==> config.mk <==
export PLATFORM = sky130hd
export DESIGN_NAME = car_datapath
export DESIGN_NICKNAME = d
export VERILOG_FILES = /design/src/rtl/game_pkg.sv /design/src/rtl/sprite_scan.sv /design/src/rtl/car_datapath.sv
export SDC_FILE = /design/constraint.sdc
export NUM_CORES = 1
export LEC_CHECK = 0
export BUFFER_PORTS_ARGS = -buffer_cell sky130_fd_sc_hd__buf_2
export CAP_MARGIN = 20
export CORE_ASPECT_RATIO = 1.1
export CORE_UTILIZATION = 50
export DETAILED_ROUTE_END_ITERATION = 10
export PLACE_DENSITY_LB_ADDON = 0.3
export SKIP_CTS_REPAIR_TIMING = 1
export SYNTH_ARGS = -nofsm -noshare
export SYNTH_HDL_FRONTEND = slang
export SYNTH_SLANG_ARGS = --single-unit
==> constraint.sdc <==
create_clock -name clock -period 8.4 [get_ports clock]
set_input_delay 1.26 -clock clock [delete_from_list [all_inputs] [get_ports clock]]
set_output_delay 1.26 -clock clock [all_outputs]
set_load 0.03 [all_outputs]
==> src/rtl/game_pkg.sv <==
// -----------------------------------------------------------------------------
// game_pkg
// Shared constants and types for the game datapaths (car, pedestrian, ...).
//   - Screen geometry (SCREEN_W x SCREEN_H).
//   - Coordinate / colour widths (X_W, Y_W, COLOUR_W).
//   - Sprite scan counter widths (CX_W, CY_W).
//   - 3-bit RGB colour constants.
//   - Horizontal direction type, used when the bounce feature is built in.
// -----------------------------------------------------------------------------
package game_pkg;

  localparam int SCREEN_W = 320;
  localparam int SCREEN_H = 240;

  localparam int X_W      = 9;
  localparam int Y_W      = 8;
  localparam int COLOUR_W = 3;

  // Offset counter widths for sprite scans (covers sprites up to 32x8).
  localparam int CX_W = 5;
  localparam int CY_W = 3;

  // Colours are {red, green, blue}.
  localparam logic [COLOUR_W-1:0] COLOUR_BLACK  = 3'b000;
  localparam logic [COLOUR_W-1:0] COLOUR_BLUE   = 3'b001;
  localparam logic [COLOUR_W-1:0] COLOUR_GREEN  = 3'b010;
  localparam logic [COLOUR_W-1:0] COLOUR_CYAN   = 3'b011;
  localparam logic [COLOUR_W-1:0] COLOUR_RED    = 3'b100;
  localparam logic [COLOUR_W-1:0] COLOUR_PURPLE = 3'b101;
  localparam logic [COLOUR_W-1:0] COLOUR_YELLOW = 3'b110;
  localparam logic [COLOUR_W-1:0] COLOUR_WHITE  = 3'b111;

  typedef enum logic {
    DIR_RIGHT = 1'b0,
    DIR_LEFT  = 1'b1
  } dir_e;

endpackage

==> src/rtl/sprite_scan.sv <==
// -----------------------------------------------------------------------------
// sprite_scan
// Raster walker over a W x H sprite. Produces the current pixel offset
// (cx, cy) inside the sprite and flags the last pixel of a scan.
//
// Request/response: enable is a level request -- while it is high the walker
// steps one pixel per clock (cx first, then cy); done is high for exactly the
// one cycle in which the final pixel (W-1, H-1) is presented, and on that
// same edge the walker returns to (0,0) so a held enable starts the next scan
// with no idle cycle. Dropping enable returns the walker to (0,0) on the next
// edge, so an interrupted scan always restarts from the first pixel.
//
// Ports:
//   clock   in   rising-edge clock
//   resetn  in   asynchronous active-low reset
//   enable  in   scan request
//   cx      out  column offset, 0..W-1
//   cy      out  row offset,    0..H-1
//   done    out  combinational last-pixel flag
// -----------------------------------------------------------------------------
module sprite_scan
  import game_pkg::*;
#(
  parameter int W    = 27,
  parameter int H    = 5,
  parameter int CX_N = CX_W,
  parameter int CY_N = CY_W
) (
  input  logic            clock,
  input  logic            resetn,
  input  logic            enable,
  output logic [CX_N-1:0] cx,
  output logic [CY_N-1:0] cy,
  output logic            done
);

  localparam logic [CX_N-1:0] CX_LAST = CX_N'(W - 1);
  localparam logic [CY_N-1:0] CY_LAST = CY_N'(H - 1);

  logic last_col;
  logic last_row;

  assign last_col = (cx == CX_LAST);
  assign last_row = (cy == CY_LAST);
  assign done     = enable & last_col & last_row;

  always_ff @(posedge clock or negedge resetn) begin
    if (!resetn) begin
      cx <= '0;
      cy <= '0;
    end else if (!enable) begin
      cx <= '0;
      cy <= '0;
    end else if (last_col) begin
      cx <= '0;
      cy <= last_row ? '0 : cy + 1'b1;
    end else begin
      cx <= cx + 1'b1;
    end
  end

endmodule

==> src/rtl/car_datapath.sv <==
// -----------------------------------------------------------------------------
// car_datapath
// Position register and pixel generator for the player car sprite.
// The car sits on a fixed lane (Y_LANE) and moves horizontally by STEP pixels
// on each can_move strobe. While enable is high the sprite is scanned one
// pixel per clock; each pixel's screen coordinate is presented on
// car_x_final / car_y_final with colour colour_car, and done marks the last.
//
// Build option:
//   CAR_BOUNCE_EN  defined   -> the car bounces between x=0 and
//                               x=SCREEN_W-CAR_W using a direction register.
//                  undefined -> the car wraps around the screen edge.
//
// Ports:
//   clock        in   rising-edge clock
//   resetn       in   asynchronous active-low reset
//   enable       in   scan request (level)
//   can_move     in   one-cycle move strobe; held N cycles moves N steps
//   car_x        out  top-left x of the car
//   car_y        out  top-left y of the car (constant lane)
//   car_x_final  out  x of the pixel presented this cycle
//   car_y_final  out  y of the pixel presented this cycle
//   colour_car   out  pixel colour (constant)
//   done         out  high on the last pixel of a scan
// -----------------------------------------------------------------------------
module car_datapath #(
  parameter int                                SCREEN_W   = game_pkg::SCREEN_W,
  parameter int                                CAR_W      = 27,
  parameter int                                CAR_H      = 5,
  parameter int                                X_START    = 0,
  parameter int                                Y_LANE     = 100,
  parameter int                                STEP       = 4,
  parameter logic [game_pkg::COLOUR_W-1:0]     COLOUR_CAR = game_pkg::COLOUR_RED
) (
  input  logic                              clock,
  input  logic                              resetn,
  input  logic                              enable,
  input  logic                              can_move,
  output logic [game_pkg::X_W-1:0]          car_x,
  output logic [game_pkg::Y_W-1:0]          car_y,
  output logic [game_pkg::X_W-1:0]          car_x_final,
  output logic [game_pkg::Y_W-1:0]          car_y_final,
  output logic [game_pkg::COLOUR_W-1:0]     colour_car,
  output logic                              done
);

  localparam int XW  = game_pkg::X_W;
  localparam int YW  = game_pkg::Y_W;
  localparam int CXW = game_pkg::CX_W;
  localparam int CYW = game_pkg::CY_W;

  // One extra bit so sums can be compared against SCREEN_W before truncation.
  localparam logic [XW:0]   SW_EXT    = (XW+1)'(SCREEN_W);
  localparam logic [XW:0]   STEP_EXT  = (XW+1)'(STEP);
  localparam logic [XW-1:0] X_RESET   = XW'(X_START);
  localparam logic [YW-1:0] Y_LANE_V  = YW'(Y_LANE);

  logic [XW-1:0]  px;
  logic [XW-1:0]  px_next;
  logic [XW:0]    step_sum;
  logic [CXW-1:0] cx;
  logic [CYW-1:0] cy;
  logic [XW:0]    pix_sum;
  logic [XW:0]    pix_wrapped;

  // ---------------------------------------------------------------------------
  // Sprite raster walker
  // ---------------------------------------------------------------------------
  sprite_scan #(
    .W    (CAR_W),
    .H    (CAR_H),
    .CX_N (CXW),
    .CY_N (CYW)
  ) u_scan (
    .clock  (clock),
    .resetn (resetn),
    .enable (enable),
    .cx     (cx),
    .cy     (cy),
    .done   (done)
  );

  // ---------------------------------------------------------------------------
  // Horizontal motion
  // ---------------------------------------------------------------------------
  assign step_sum = {1'b0, px} + STEP_EXT;

`ifdef CAR_BOUNCE_EN
  localparam logic [XW:0] X_MAX_EXT = (XW+1)'(SCREEN_W - CAR_W);

  game_pkg::dir_e dir;
  game_pkg::dir_e dir_next;

  // Moving right the car stops flush with the right edge and turns round;
  // moving left it stops at x=0 and turns round. px never leaves
  // 0..SCREEN_W-CAR_W, so the pixel wrap below never fires in this build.
  always_comb begin
    px_next  = px;
    dir_next = dir;
    if (dir == game_pkg::DIR_RIGHT) begin
      if (step_sum > X_MAX_EXT) begin
        px_next  = X_MAX_EXT[XW-1:0];
        dir_next = game_pkg::DIR_LEFT;
      end else begin
        px_next  = step_sum[XW-1:0];
      end
    end else begin
      if ({1'b0, px} < STEP_EXT) begin
        px_next  = '0;
        dir_next = game_pkg::DIR_RIGHT;
      end else begin
        px_next  = px - STEP_EXT[XW-1:0];
      end
    end
  end

  always_ff @(posedge clock or negedge resetn) begin
    if (!resetn) begin
      px  <= X_RESET;
      dir <= game_pkg::DIR_RIGHT;
    end else if (can_move) begin
      px  <= px_next;
      dir <= dir_next;
    end
  end
`else
  // STEP <= CAR_W < SCREEN_W, so one conditional subtract keeps px on screen.
  logic [XW:0] step_wrapped;

  assign step_wrapped = step_sum - SW_EXT;

  always_comb begin
    px_next = step_sum[XW-1:0];
    if (step_sum >= SW_EXT) begin
      px_next = step_wrapped[XW-1:0];
    end
  end

  always_ff @(posedge clock or negedge resetn) begin
    if (!resetn) begin
      px <= X_RESET;
    end else if (can_move) begin
      px <= px_next;
    end
  end
`endif

  // ---------------------------------------------------------------------------
  // Pixel outputs. A move on the same edge as a scan step only affects the
  // following pixel because these are driven from the current px.
  // ---------------------------------------------------------------------------
  assign pix_sum     = {1'b0, px} + {{(XW+1-CXW){1'b0}}, cx};
  assign pix_wrapped = pix_sum - SW_EXT;

  always_comb begin
    car_x_final = pix_sum[XW-1:0];
    if (pix_sum >= SW_EXT) begin
      car_x_final = pix_wrapped[XW-1:0];
    end
  end

  assign car_y_final = Y_LANE_V + {{(YW-CYW){1'b0}}, cy};
  assign car_x       = px;
  assign car_y       = Y_LANE_V;
  assign colour_car  = COLOUR_CAR;

endmodule

==> results.yml <==
sta:
  finalSetupViolations: 0
  drv_slew: 0
  clock_skew_ps: 1.883
  relSlewSlack: 0.6628
  period_minus_slack_ps: 4749
  fin_hold_ws_ps: 520.1
  final.period_utilization: 0.5653
  final_hold_viol_count: 0
  fmax_mhz: 210.6
  worst_pin_slew_ps: 504.2
  finalSetupTns_ps: 0
  rsz0062_at_grt: "no"
pwr:
  power_density_mw_per_mm2: 253.9
  power_switching_w: 0.0002051
  pwr-share-comb: 0.572
  peakVddDrop_uv: 191.5
  leakagePower_nw: 0.7502
  p_int_w: 0.0001760
  power_w: 0.0003812
  clkPwrFrac: 0.110
  seq_power_share: 0.318
  p_sw_frac: 0.5381
setup_path:
  reg2reg_depth: 9
  rrSetupSlack_ps: 5820
  path_cells: "ha_1, inv_1, fa_1, nor2b_1, o21ai_0, xor2_1, inv_1, ha_1, nand4b_1, o21ai_0, o21ai_0, o32ai_1, mux2i_1, buf_2"
  path_max_fanout: 7
  cp-startpoint: "car_x[2]"
  r2r-start: "car_x[2]"
  cpMaxStageDelayCell: "dfrtp_1"
  path_class: "reg2out"
  worstPathRequired_ps: 7140
  critPathCapture: "car_x_final[7]"
  critPathLaunchType: "register"
  critPathMaxStageDelay_ps: 500
  critPathMostFrequentCell: "o21ai_0"
  regToRegEndpoint: "car_x[6]"
  crit_cells: 14
  critPathArrivalTime_ps: 3490
  end_kind: "output pin"
  path_delay_family: "compound AO/OA/AOI/OAI gates"
  path_buf_inv: 3
yosys:
  ys_seq_elements: 15
  synthesis.area_mm2: 0.001420
  synth_flop_cell: "dfrtp_1"
  syn_inst: 168
  yosysWarnings: 0
  synth_cell_type_count: 43
  synthArstFlopShare: 1.000
  synth_edf_count: 0
  syn_avg_cell_area_um2: 8.453
  synth-seq-area-share: 0.2643
grt:
  grt-ovfl-total: 0
  grt_util_met1: 0.2641
  grt_use_met2: 0.3219
  use_met3: 0.03937
  antenna_found_initial: 0
  grt_pass1_wl_um: 4581
  grt_max_degree: 16
  grt_use_total: 0.1994
  grt_pass1_vias: 1079
  grt-busiest-layer: "met2"
cells_and_area:
  drive_above_1_share: 0.1649
  fin_area_mm2: 0.001501
  finalNonFillerCells: 219
  final_common_cell: "buf_2"
  final_cell_mix: "24 x buf_2, 17 x conb_1, 15 x dfrtp_1"
  antenna_cells: 0
  syn_to_final_growth_pct: 5.727
  fin_nets: 208
die:
  initial_core_util: 0.5480
  rows: 19
  die-area_mm2: 0.003058
  die_w_um: 52.82
  io_pins: 42
  die_h_um: 57.90
  fp.coreArea_mm2: 0.002591
clock_network:
  h-tree-depth: 1
  cts-root-buf: "clkbuf_4"
  clkTransAtPathRegs_ps: 90
  clockBufferDepth: 2
  tritoncts: "yes"
  numCtsBuffers: 3
  clk_latency_ps: 280
  clock-sinks: 15
route:
  wl_um: 2603
  routed_via_density: 5.356
  route.detailed.drc: 0
  vias: 1173
  wire_per_inst_um: 11.89
  drt_pre_antenna_iters: 4
  antenna_left: 0
  drtIter0Drc: 23
flow_run:
  cap_viol_max_count: 0
placed_design:
  gp_congestion: 0.8590
  port_buffers: 24
  dp_cells: 215
  place_area_mm2: 0.001474
  dp_hpwl_um: 2126
min_path:
  hold_class: "reg2reg"
status:
  status: "complete, no violations"
worst reg2reg max path, stage by stage (launching register included):
cell,delay [ps]
dfrtp_1,500
ha_1,270
nand3_1,180
xnor2_1,230
ha_1,180
nand2_1,70
or4_4,420
a22o_1,290
o221ai_1,230
o211ai_2,100
routing by layer:
metal	share of wire	vias up
li1	-	587
met1	0.50	538
met3	0.051	4
met5	0	-
met4	0.011	0
met2	0.44	44
power by group through the flow:
stage | Combinational (W) | Clock (W) | Sequential, W
after global placement | 0.000215 | 0 | 0.000120
after detailed placement | 0.000218 | 0 | 0.000123
after CTS | 0.000219 | 0.0000444 | 0.000121
final | 0.000218 | 0.0000420 | 0.000121
after global routing | 0.000241 | 0.0000468 | 0.000126
after floorplan | 0.000161 | 0 | 0.000134
cell families after synthesis:
logic type	after synthesis	synth area share
AOI/OAI and AO/OA	29	0.1436
xor gates and xnor gates	12	0.07401
adders and majority gates	15	0.1374
buffers and inverters	37	0.1507
DFF	15	0.2643
muxes	2	0.01410
other	2	0.005288
and+or+nand+nor	56	0.2106
final cells by class:
cell class / instances / area (um^2)
Clock buffer: 3 / 22.52
Clock inverter: 1 / 5.005
Fill cell: 242 / 1090
Inverter: 14 / 52.55
Multi-Input combinational cell: 131 / 887.1
Sequential cell: 15 / 375.4
Tap cell: 31 / 38.79
Timing Repair Buffer: 24 / 120.1
worst min-delay path by stage:
stage / startpoint / slack (ps) / endpoint / cells after the start
6_report: u_scan.cx[0] / 520 / u_scan.cx[0] / 1
5_1_grt: u_scan.cx[0] / 550 / u_scan.cx[0] / 1
4_1_cts: u_scan.cx[0] / 530 / u_scan.cx[0] / 1
3_5_place_dp: u_scan.cx[0] / 520 / u_scan.cx[0] / 1
3_3_place_gp: u_scan.cx[0] / 490 / u_scan.cx[0] / 1
2_1_floorplan: u_scan.cx[0] / 470 / u_scan.cx[0] / 1
Yosys cell counts (all sizes together) (3+ instances only):
cell / number / area share
buf: 22 / 0.11
dfrtp: 15 / 0.26
ha: 14 / 0.12
inv: 14 / 0.037
nor2: 14 / 0.037
o21ai: 10 / 0.035
nand2: 9 / 0.024
nand3: 9 / 0.032
xnor2: 8 / 0.049
and3: 4 / 0.021
nor2b: 4 / 0.018
xor2: 4 / 0.025
a21oi: 3 / 0.011
nor3: 3 / 0.011
metrics by stage:
step / worst slack [ps] / util
2_1_floorplan: 3926 / -
3_3_place_gp: 4115 / 0.5688
3_5_place_dp: 3935 / 0.5688
4_1_cts: 3604 / 0.5794
5_1_grt: 3392 / 0.5794
6_report: 3651 / 0.5794
sequential cells by signal, summed over array words and instances, names as in the netlist:
| signal | flops |
|---|---|
| u_scan.cy | 3 |
| car_x | 7 |
| u_scan.cx | 5 |
Note: power is estimated with default switching activity, not from simulation.
